--- src/rtl/cache_l1_param_if.sv ---
// cache_l1_param_if: CPU load/store and memory-bus signals of the L1 cache
interface cache_l1_param_if #(parameter int ADDR_W = 10);
  logic              rd_en;
  logic              wr_en;
  logic              flush;
  logic [2:0]        mask;
  logic [ADDR_W-1:0] addr;
  logic [31:0]       wdata;
  logic [31:0]       rdata;
  logic              stall;
  logic              mem_req;
  logic              mem_we;
  logic [ADDR_W-1:0] mem_addr;
  logic [31:0]       mem_wdata;
  logic [3:0]        mem_wstrb;
  logic [31:0]       mem_rdata;
  logic              mem_ack;
  logic [31:0]       hit_cnt;
  logic [31:0]       miss_cnt;
  modport slave (
    input  rd_en, wr_en, flush, mask, addr, wdata, mem_rdata, mem_ack,
    output rdata, stall, mem_req, mem_we, mem_addr, mem_wdata, mem_wstrb, hit_cnt, miss_cnt
  );
  modport master (
    output rd_en, wr_en, flush, mask, addr, wdata, mem_rdata, mem_ack,
    input  rdata, stall, mem_req, mem_we, mem_addr, mem_wdata, mem_wstrb, hit_cnt, miss_cnt
  );
endinterface

--- src/rtl/cache_l1_param.sv ---
// cache_l1_param: direct-mapped write-through L1 cache; CACHE_L1_STATS_EN enables hit/miss counters
module cache_l1_param #(
  parameter int ADDR_W  = 10,
  parameter int INDEX_W = 6
) (
  input logic             clk,
  input logic             reset,
  cache_l1_param_if.slave bus
);
  localparam int TAG_W = ADDR_W - INDEX_W - 2;
  localparam int LINES = 1 << INDEX_W;
  typedef enum logic [1:0] {IDLE, REFILL, WRITE} state_t;
  state_t             r_state, w_next;
  logic [LINES-1:0]   r_valid;
  logic [TAG_W-1:0]   r_tag [LINES];
  logic [31:0]        r_data [LINES];
  logic [ADDR_W-1:0]  r_addr;
  logic [31:0]        r_wdata;
  logic [3:0]         r_wstrb;
  logic [INDEX_W-1:0] w_idx, w_ridx;
  logic [TAG_W-1:0]   w_tag, w_rtag;
  logic [1:0]         w_off;
  logic [31:0]        w_line, w_ld_data, w_wrep;
  logic [7:0]         w_byte;
  logic [15:0]        w_half;
  logic [3:0]         w_wstrb;
  logic               w_idle, w_hit_line, w_st_ok, w_flush, w_store, w_load, w_rhit, w_rmiss, w_fill, w_merge;
  assign w_idx      = bus.addr[INDEX_W+1:2];
  assign w_tag      = bus.addr[ADDR_W-1:INDEX_W+2];
  assign w_off      = bus.addr[1:0];
  assign w_ridx     = r_addr[INDEX_W+1:2];
  assign w_rtag     = r_addr[ADDR_W-1:INDEX_W+2];
  assign w_line     = r_data[w_idx];
  assign w_hit_line = r_valid[w_idx] && (r_tag[w_idx] == w_tag);
  assign w_idle     = (r_state == IDLE);
  assign w_st_ok    = (bus.mask == 3'b000) || (bus.mask == 3'b001) || (bus.mask == 3'b010);
  // flush outranks stores, and stores outrank loads
  assign w_flush    = w_idle && bus.flush;
  assign w_store    = w_idle && !bus.flush && bus.wr_en && w_st_ok;
  assign w_load     = w_idle && !bus.flush && bus.rd_en && !bus.wr_en;
  assign w_rhit     = w_load && w_hit_line;
  assign w_rmiss    = w_load && !w_hit_line;
  assign w_fill     = (r_state == REFILL) && bus.mem_ack;
  assign w_merge    = w_store && w_hit_line;
  assign w_byte     = w_line[{w_off, 3'b000} +: 8];
  assign w_half     = bus.addr[1] ? w_line[31:16] : w_line[15:0];
  assign w_ld_data  = (bus.mask == 3'b000) ? {{24{w_byte[7]}}, w_byte} :
                      (bus.mask == 3'b001) ? {{16{w_half[15]}}, w_half} :
                      (bus.mask == 3'b010) ? w_line :
                      (bus.mask == 3'b100) ? {24'b0, w_byte} :
                      (bus.mask == 3'b101) ? {16'b0, w_half} : 32'b0;
  assign w_wrep     = (bus.mask[1:0] == 2'b00) ? {4{bus.wdata[7:0]}} :
                      (bus.mask[1:0] == 2'b01) ? {2{bus.wdata[15:0]}} : bus.wdata;
  assign w_wstrb    = (bus.mask[1:0] == 2'b00) ? 4'b0001 << w_off :
                      (bus.mask[1:0] == 2'b01) ? 4'b0011 << {bus.addr[1], 1'b0} : 4'hF;
  assign bus.mem_addr  = r_addr;
  assign bus.mem_wdata = r_wdata;
  always_ff @(posedge clk or posedge reset) begin
    if (reset) begin
      r_state <= IDLE;
      r_valid <= '0;
      r_addr  <= '0;
      r_wdata <= '0;
      r_wstrb <= '0;
    end else begin
      r_state <= w_next;
      if (w_flush) r_valid <= '0;
      else if (w_fill) r_valid[w_ridx] <= 1'b1;
      if (w_rmiss || w_store) r_addr <= {bus.addr[ADDR_W-1:2], 2'b00};
      if (w_store) begin
        r_wdata <= w_wrep;
        r_wstrb <= w_wstrb;
      end
    end
  end
  // data and tags need no reset: the valid bits alone decide what is cached
  always_ff @(posedge clk) begin
    if (w_fill) begin
      r_data[w_ridx] <= bus.mem_rdata;
      r_tag[w_ridx]  <= w_rtag;
    end else if (w_merge) begin
      for (int b = 0; b < 4; b++)
        if (w_wstrb[b]) r_data[w_idx][8*b +: 8] <= w_wrep[8*b +: 8];
    end
  end
  always_comb begin
    w_next        = r_state;
    bus.stall     = 1'b0;
    bus.rdata     = '0;
    bus.mem_req   = 1'b0;
    bus.mem_we    = 1'b0;
    bus.mem_wstrb = '0;
    case (r_state)
      IDLE: begin
        bus.stall = w_flush || w_store || w_rmiss;
        bus.rdata = w_rhit ? w_ld_data : '0;
        w_next    = w_store ? WRITE : w_rmiss ? REFILL : IDLE;
      end
      REFILL: begin
        bus.mem_req = 1'b1;
        bus.stall   = 1'b1;
        w_next      = bus.mem_ack ? IDLE : REFILL;
      end
      WRITE: begin
        bus.mem_req   = 1'b1;
        bus.mem_we    = 1'b1;
        bus.mem_wstrb = r_wstrb;
        bus.stall     = !bus.mem_ack;
        w_next        = bus.mem_ack ? IDLE : WRITE;
      end
      default: w_next = IDLE;
    endcase
  end
`ifdef CACHE_L1_STATS_EN
  logic [31:0] r_hit_cnt, r_miss_cnt;
  always_ff @(posedge clk or posedge reset) begin
    if (reset) begin
      r_hit_cnt  <= '0;
      r_miss_cnt <= '0;
    end else begin
      if (w_rhit && !(&r_hit_cnt)) r_hit_cnt <= r_hit_cnt + 32'd1;
      if (w_rmiss && !(&r_miss_cnt)) r_miss_cnt <= r_miss_cnt + 32'd1;
    end
  end
  assign bus.hit_cnt  = r_hit_cnt;
  assign bus.miss_cnt = r_miss_cnt;
`else
  assign bus.hit_cnt  = '0;
  assign bus.miss_cnt = '0;
`endif
endmodule

--- src/flat_wrapper.sv ---
// flat-port wrapper written by rule: the top's interface ports become plain ports
module cache_l1_param_flat 
#(
  parameter int ADDR_W  = 10,
  parameter int INDEX_W = 6
)
  (clk, reset, bus_rd_en, bus_wr_en, bus_flush, bus_mask, bus_addr, bus_wdata, bus_mem_rdata, bus_mem_ack, bus_rdata, bus_stall, bus_mem_req, bus_mem_we, bus_mem_addr, bus_mem_wdata, bus_mem_wstrb, bus_hit_cnt, bus_miss_cnt);
  cache_l1_param_if #(.ADDR_W(ADDR_W)) bus_i ();
  input logic clk;
  input logic reset;
  input wire logic [$bits(bus_i.rd_en)-1:0] bus_rd_en;
  input wire logic [$bits(bus_i.wr_en)-1:0] bus_wr_en;
  input wire logic [$bits(bus_i.flush)-1:0] bus_flush;
  input wire logic [$bits(bus_i.mask)-1:0] bus_mask;
  input wire logic [$bits(bus_i.addr)-1:0] bus_addr;
  input wire logic [$bits(bus_i.wdata)-1:0] bus_wdata;
  input wire logic [$bits(bus_i.mem_rdata)-1:0] bus_mem_rdata;
  input wire logic [$bits(bus_i.mem_ack)-1:0] bus_mem_ack;
  output wire logic [$bits(bus_i.rdata)-1:0] bus_rdata;
  output wire logic [$bits(bus_i.stall)-1:0] bus_stall;
  output wire logic [$bits(bus_i.mem_req)-1:0] bus_mem_req;
  output wire logic [$bits(bus_i.mem_we)-1:0] bus_mem_we;
  output wire logic [$bits(bus_i.mem_addr)-1:0] bus_mem_addr;
  output wire logic [$bits(bus_i.mem_wdata)-1:0] bus_mem_wdata;
  output wire logic [$bits(bus_i.mem_wstrb)-1:0] bus_mem_wstrb;
  output wire logic [$bits(bus_i.hit_cnt)-1:0] bus_hit_cnt;
  output wire logic [$bits(bus_i.miss_cnt)-1:0] bus_miss_cnt;
  assign bus_i.rd_en = bus_rd_en;
  assign bus_i.wr_en = bus_wr_en;
  assign bus_i.flush = bus_flush;
  assign bus_i.mask = bus_mask;
  assign bus_i.addr = bus_addr;
  assign bus_i.wdata = bus_wdata;
  assign bus_i.mem_rdata = bus_mem_rdata;
  assign bus_i.mem_ack = bus_mem_ack;
  assign bus_rdata = bus_i.rdata;
  assign bus_stall = bus_i.stall;
  assign bus_mem_req = bus_i.mem_req;
  assign bus_mem_we = bus_i.mem_we;
  assign bus_mem_addr = bus_i.mem_addr;
  assign bus_mem_wdata = bus_i.mem_wdata;
  assign bus_mem_wstrb = bus_i.mem_wstrb;
  assign bus_hit_cnt = bus_i.hit_cnt;
  assign bus_miss_cnt = bus_i.miss_cnt;
  cache_l1_param #(.ADDR_W(ADDR_W), .INDEX_W(INDEX_W)) u_core (.clk(clk), .reset(reset), .bus(bus_i));
endmodule
--- config.mk ---
export PLATFORM = sky130hd
export DESIGN_NAME = cache_l1_param_flat
export DESIGN_NICKNAME = d
export VERILOG_FILES = /design/src/rtl/cache_l1_param_if.sv /design/src/rtl/cache_l1_param.sv /design/src/flat_wrapper.sv
export SDC_FILE = /design/constraint.sdc
export NUM_CORES = 2
export LEC_CHECK = 0
export BUFFER_PORTS_ARGS = -buffer_cell sky130_fd_sc_hd__buf_2
export CORE_MARGIN = 3
export CORE_UTILIZATION = 61
export CTS_CLUSTER_DIAMETER = 60
export DETAILED_ROUTE_END_ITERATION = 7
export PLACE_DENSITY_LB_ADDON = 0.08
export REMOVE_ABC_BUFFERS = 1
export SLEW_MARGIN = 30
export SYNTH_ARGS = -nofsm -noshare
export SYNTH_HDL_FRONTEND = slang
export SYNTH_SLANG_ARGS = --single-unit
export TNS_END_PERCENT = 20
--- constraint.sdc ---
create_clock -name clk -period 6.25 [get_ports clk]
set_input_delay 0.625 -clock clk [delete_from_list [all_inputs] [get_ports clk]]
set_output_delay 0.625 -clock clk [all_outputs]
set_load 0.05 [all_outputs]
==> results.sh <==
export IMPL_grt_pass1_wl_mm=432
export IMPL_async_reset_ff_frac=0.0481
export IMPL_drtAntennaViolNets=0
export IMPL_hold_start="bus_wdata[17]"
export IMPL_worstPathRequired_ns=5.62
export IMPL_crit_family="simple AND/OR/NAND/NOR gates"
export IMPL_drtIter0Drc=8897
export IMPL_nets=5461
export IMPL_viasPerCell=7.18
export IMPL_ys_seq_area_frac=0.733
export IMPL_status="complete, but fails checks"
export IMPL_cts_buffers=223
export IMPL_hold_depth=3
export IMPL_vias=54740
export IMPL_swShare=0.239
export IMPL_dp_slack_ns=0.736
export IMPL_power_leakage_nw=36.2
export IMPL_hold_buffers=1
export IMPL_finalCritPeriodShare=0.950
export IMPL_start_kind="input pin"
export IMPL_final_max_slew_violation_count=0
export IMPL_wl_mm=319
export IMPL_reg2reg_from="u_core.r_valid[38]$_DFFE_PP0P_"
export IMPL_fin_skew_ns=0.0431
export IMPL_drv_cap=0
export IMPL_crit_path_top_delay_cell="nor4_1"
export IMPL_final_cell_mix="edfxtp_1 (2176), mux4_2 (486), buf_4 (441), nand2_1 (304), mux2i_1 (252)"
export IMPL_clkSinkCount=2286
export IMPL_postCtsSetupRepairBufs=0
export IMPL_final_common_cell="edfxtp_1"
export IMPL_gp_congestion=1.11
export IMPL_grt_pass1_vias=51897
export IMPL_htree_levels=4
export IMPL_clkSlewWorstSetupHoldPaths_ns=0.06
export IMPL_ys_flop_type="edfxtp_1"
export IMPL_firstDrtPassIters=8
export IMPL_synthCells=4814
export IMPL_path_buf_inv=5
export IMPL_overflow=0
export IMPL_r2r_end="u_core.r_data[18][24]$_DFFE_PP_"
export IMPL_track_usage=0.410
export IMPL_hpwl_mm=213
export IMPL_syn_cell_area_sq_um=92900
export IMPL_ios=228
export IMPL_hp_class="in -> reg"
export IMPL_violations="design-rule violations"
export IMPL_cts_path_max_buffers=3
export IMPL_p_per_area_nw_per_um2=315
export IMPL_die_w_um=396
export IMPL_die_area_sq_um=157000
export IMPL_hold_end="u_core.bus.mem_wdata[17]$_DFFE_PP0P_"
export IMPL_p_seq_frac=0.515
export IMPL_grt_setup_unrepaired="false"
export IMPL_max_freq_ghz=0.168
export IMPL_switching_power_mw=7.96
export IMPL_setup_viol=0
export IMPL_crit_type="in -> out"
export IMPL_crit_path_frequent_cell="buf_4"
export IMPL_hold_viol_final=0
export IMPL_grt_max_degree=86
export IMPL_worstMarginPinSlew_ns=1.12
export IMPL_slew_headroom=0.248
export IMPL_rows=142
export IMPL_antenna_found_initial=26
export IMPL_synthToLayoutAreaGrowth_pct=13.7
export IMPL_r2r_cells=11
export IMPL_cts_tree="yes"
export IMPL_max_stage_delay_ns=0.86
export IMPL_postSynthAreaPerCell_sq_um=19.3
export IMPL_p_clk_frac=0.401
export IMPL_p_int_mw=25.3
export IMPL_peakVddDrop_mv=0.277
export IMPL_finalCriticalPeriod_ns=5.94
export IMPL_ys_ff_latch=2286
export IMPL_insertion_delay_ns=0.88
export IMPL_multi_input_area_sq_um=22700
export IMPL_drc=1
export IMPL_portBuffers=161
export IMPL_cts_repair_resize_count=0
export IMPL_cp_max_fo=39
export IMPL_post_drt_wl_per_cell_um=41.9
export IMPL_regArea_sq_um=68100
export IMPL_start_util=0.617
export IMPL_fillCellCount=9475
export IMPL_yosysUniqueCellTypes=78
export IMPL_setup_ws_ns=0.311
export IMPL_reg2reg_slack_ns=1.76
export IMPL_yosys_warnings=0
export IMPL_arrival_ns=5.31
export IMPL_dieHeight_um=396
export IMPL_crit_chain="buf_8 -> inv_6 -> buf_4 -> nand2_1 -> o22ai_1 -> nor4_1 -> mux4_2 -> or3_1 -> o311ai_0 -> a31oi_1 -> buf_4 -> buf_12"
export IMPL_end_kind="output port"
export IMPL_core_area_sq_um=150000
export IMPL_drive_gt1_frac=0.288
export IMPL_comb_power_share=0.085
export IMPL_cts_root_buf="clkbuf_16"
export IMPL_synth_edf_count=2176
export IMPL_whs_ns=0.140
==> sequential cells by signal, summed over array words and instances (netlist names) <==
signal,flops
u_core.bus.mem_addr,8
u_core.r_wstrb,4
u_core.r_tag,128
u_core.r_state,2
u_core.r_valid,64
u_core.bus.mem_wdata,32
u_core.r_data,2048
==> layer usage <==
metal  vias up  track usage  part of all wire
li1      20716            -                 -
met1     28336        0.560              0.35
met2      4738        0.571              0.43
met3       933        0.168              0.15
met4        17        0.213             0.065
met5         -       0.0197            0.0015
==> cell type report <==
| type | instances | area share |
|---|---|---|
| repair buffers | 622 | 0.0444 |
| flip-flops and latches | 2286 | 0.645 |
| multi-input cells | 2162 | 0.214 |
| diodes | 37 | 0.000877 |
| clock buffers | 289 | 0.0565 |
| clock inverters | 131 | 0.0121 |
| inverters | 79 | 0.00293 |
| well taps | 2016 | 0.0239 |
==> synth_stat cells, types with 12 or more instances <==
cell	number	share of area
a21oi_1	62	0.0033
a221oi_1	17	0.0016
a22oi_1	77	0.0062
a31oi_1	21	0.0014
and2_1	14	0.00094
buf_1	12	0.00048
buf_2	62	0.0033
buf_4	112	0.0091
buf_6	26	0.0032
buf_8	26	0.0042
clkbuf_1	109	0.0044
dfrtp_1	110	0.030
edfxtp_1	2176	0.70
inv_1	75	0.0030
mux2_1	28	0.0034
mux2_2	76	0.0092
mux2i_1	252	0.027
mux4_1	24	0.0068
mux4_2	486	0.12
nand2_1	306	0.012
nand2b_1	24	0.0016
nand3_1	49	0.0026
nor2_1	71	0.0029
nor3_1	23	0.0012
o211ai_1	13	0.0011
o21a_1	64	0.0052
o21ai_0	246	0.013
o21ai_1	25	0.0013
o221ai_1	12	0.0011
o22ai_1	28	0.0019
o31ai_1	32	0.0026
==> stage by stage <==
step	instance area, sq um	setup TNS [ns]	total power [mW]	cells	util
2_1_floorplan	90800	-3.04	18.8	4527	-
5_1_grt	106000	0	34.0	7589	0.701
6_report	106000	0	33.3	7622	0.702
3_3_place_gp	98200	0	20.1	7164	0.652
3_5_place_dp	98200	0	20.2	7164	0.653
4_1_cts	106000	0	33.3	7585	0.701
==> cell families after synthesis <==
kind of cell,synth area share
DFF,0.733
muxes,0.164
AOI/OAI and AO/OA,0.0467
and+or+nand+nor,0.0266
buffers and inverters,0.0285
adders and majority gates,0.000539
other,0.0000404
xor gates and xnor gates,0.0000943
==> power by group through the flow <==
stage          sequential (mW)  clock [mW]  combinational [mW]
6_report                  17.1        13.3                2.82
2_1_floorplan             17.7           0                1.09
3_5_place_dp              17.4           0                2.73
5_1_grt                   17.1        14.0                2.87
4_1_cts                   17.1        13.4                2.74
3_3_place_gp              17.4           0                2.70
==> how the worst max path moves through the flow <==
stage	from	to	slack (ns)	cells past startpoint
6_report	bus_addr[3]	bus_rdata[2]	0.31	12
5_1_grt	bus_addr[2]	bus_rdata[2]	0.34	14
2_1_floorplan	bus_addr[3]	bus_rdata[4]	-0.15	8
3_5_place_dp	bus_addr[2]	bus_rdata[2]	0.74	14
4_1_cts	bus_addr[2]	bus_rdata[18]	0.73	12
3_3_place_gp	bus_addr[2]	bus_rdata[4]	0.77	14
==> worst min-delay path, cell delays in order <==
cell	delay (ns)
buf_2	0.07
mux2_2	0.15
mux2_2	0.13
Note: power is estimated with default switching activity, not from simulation.
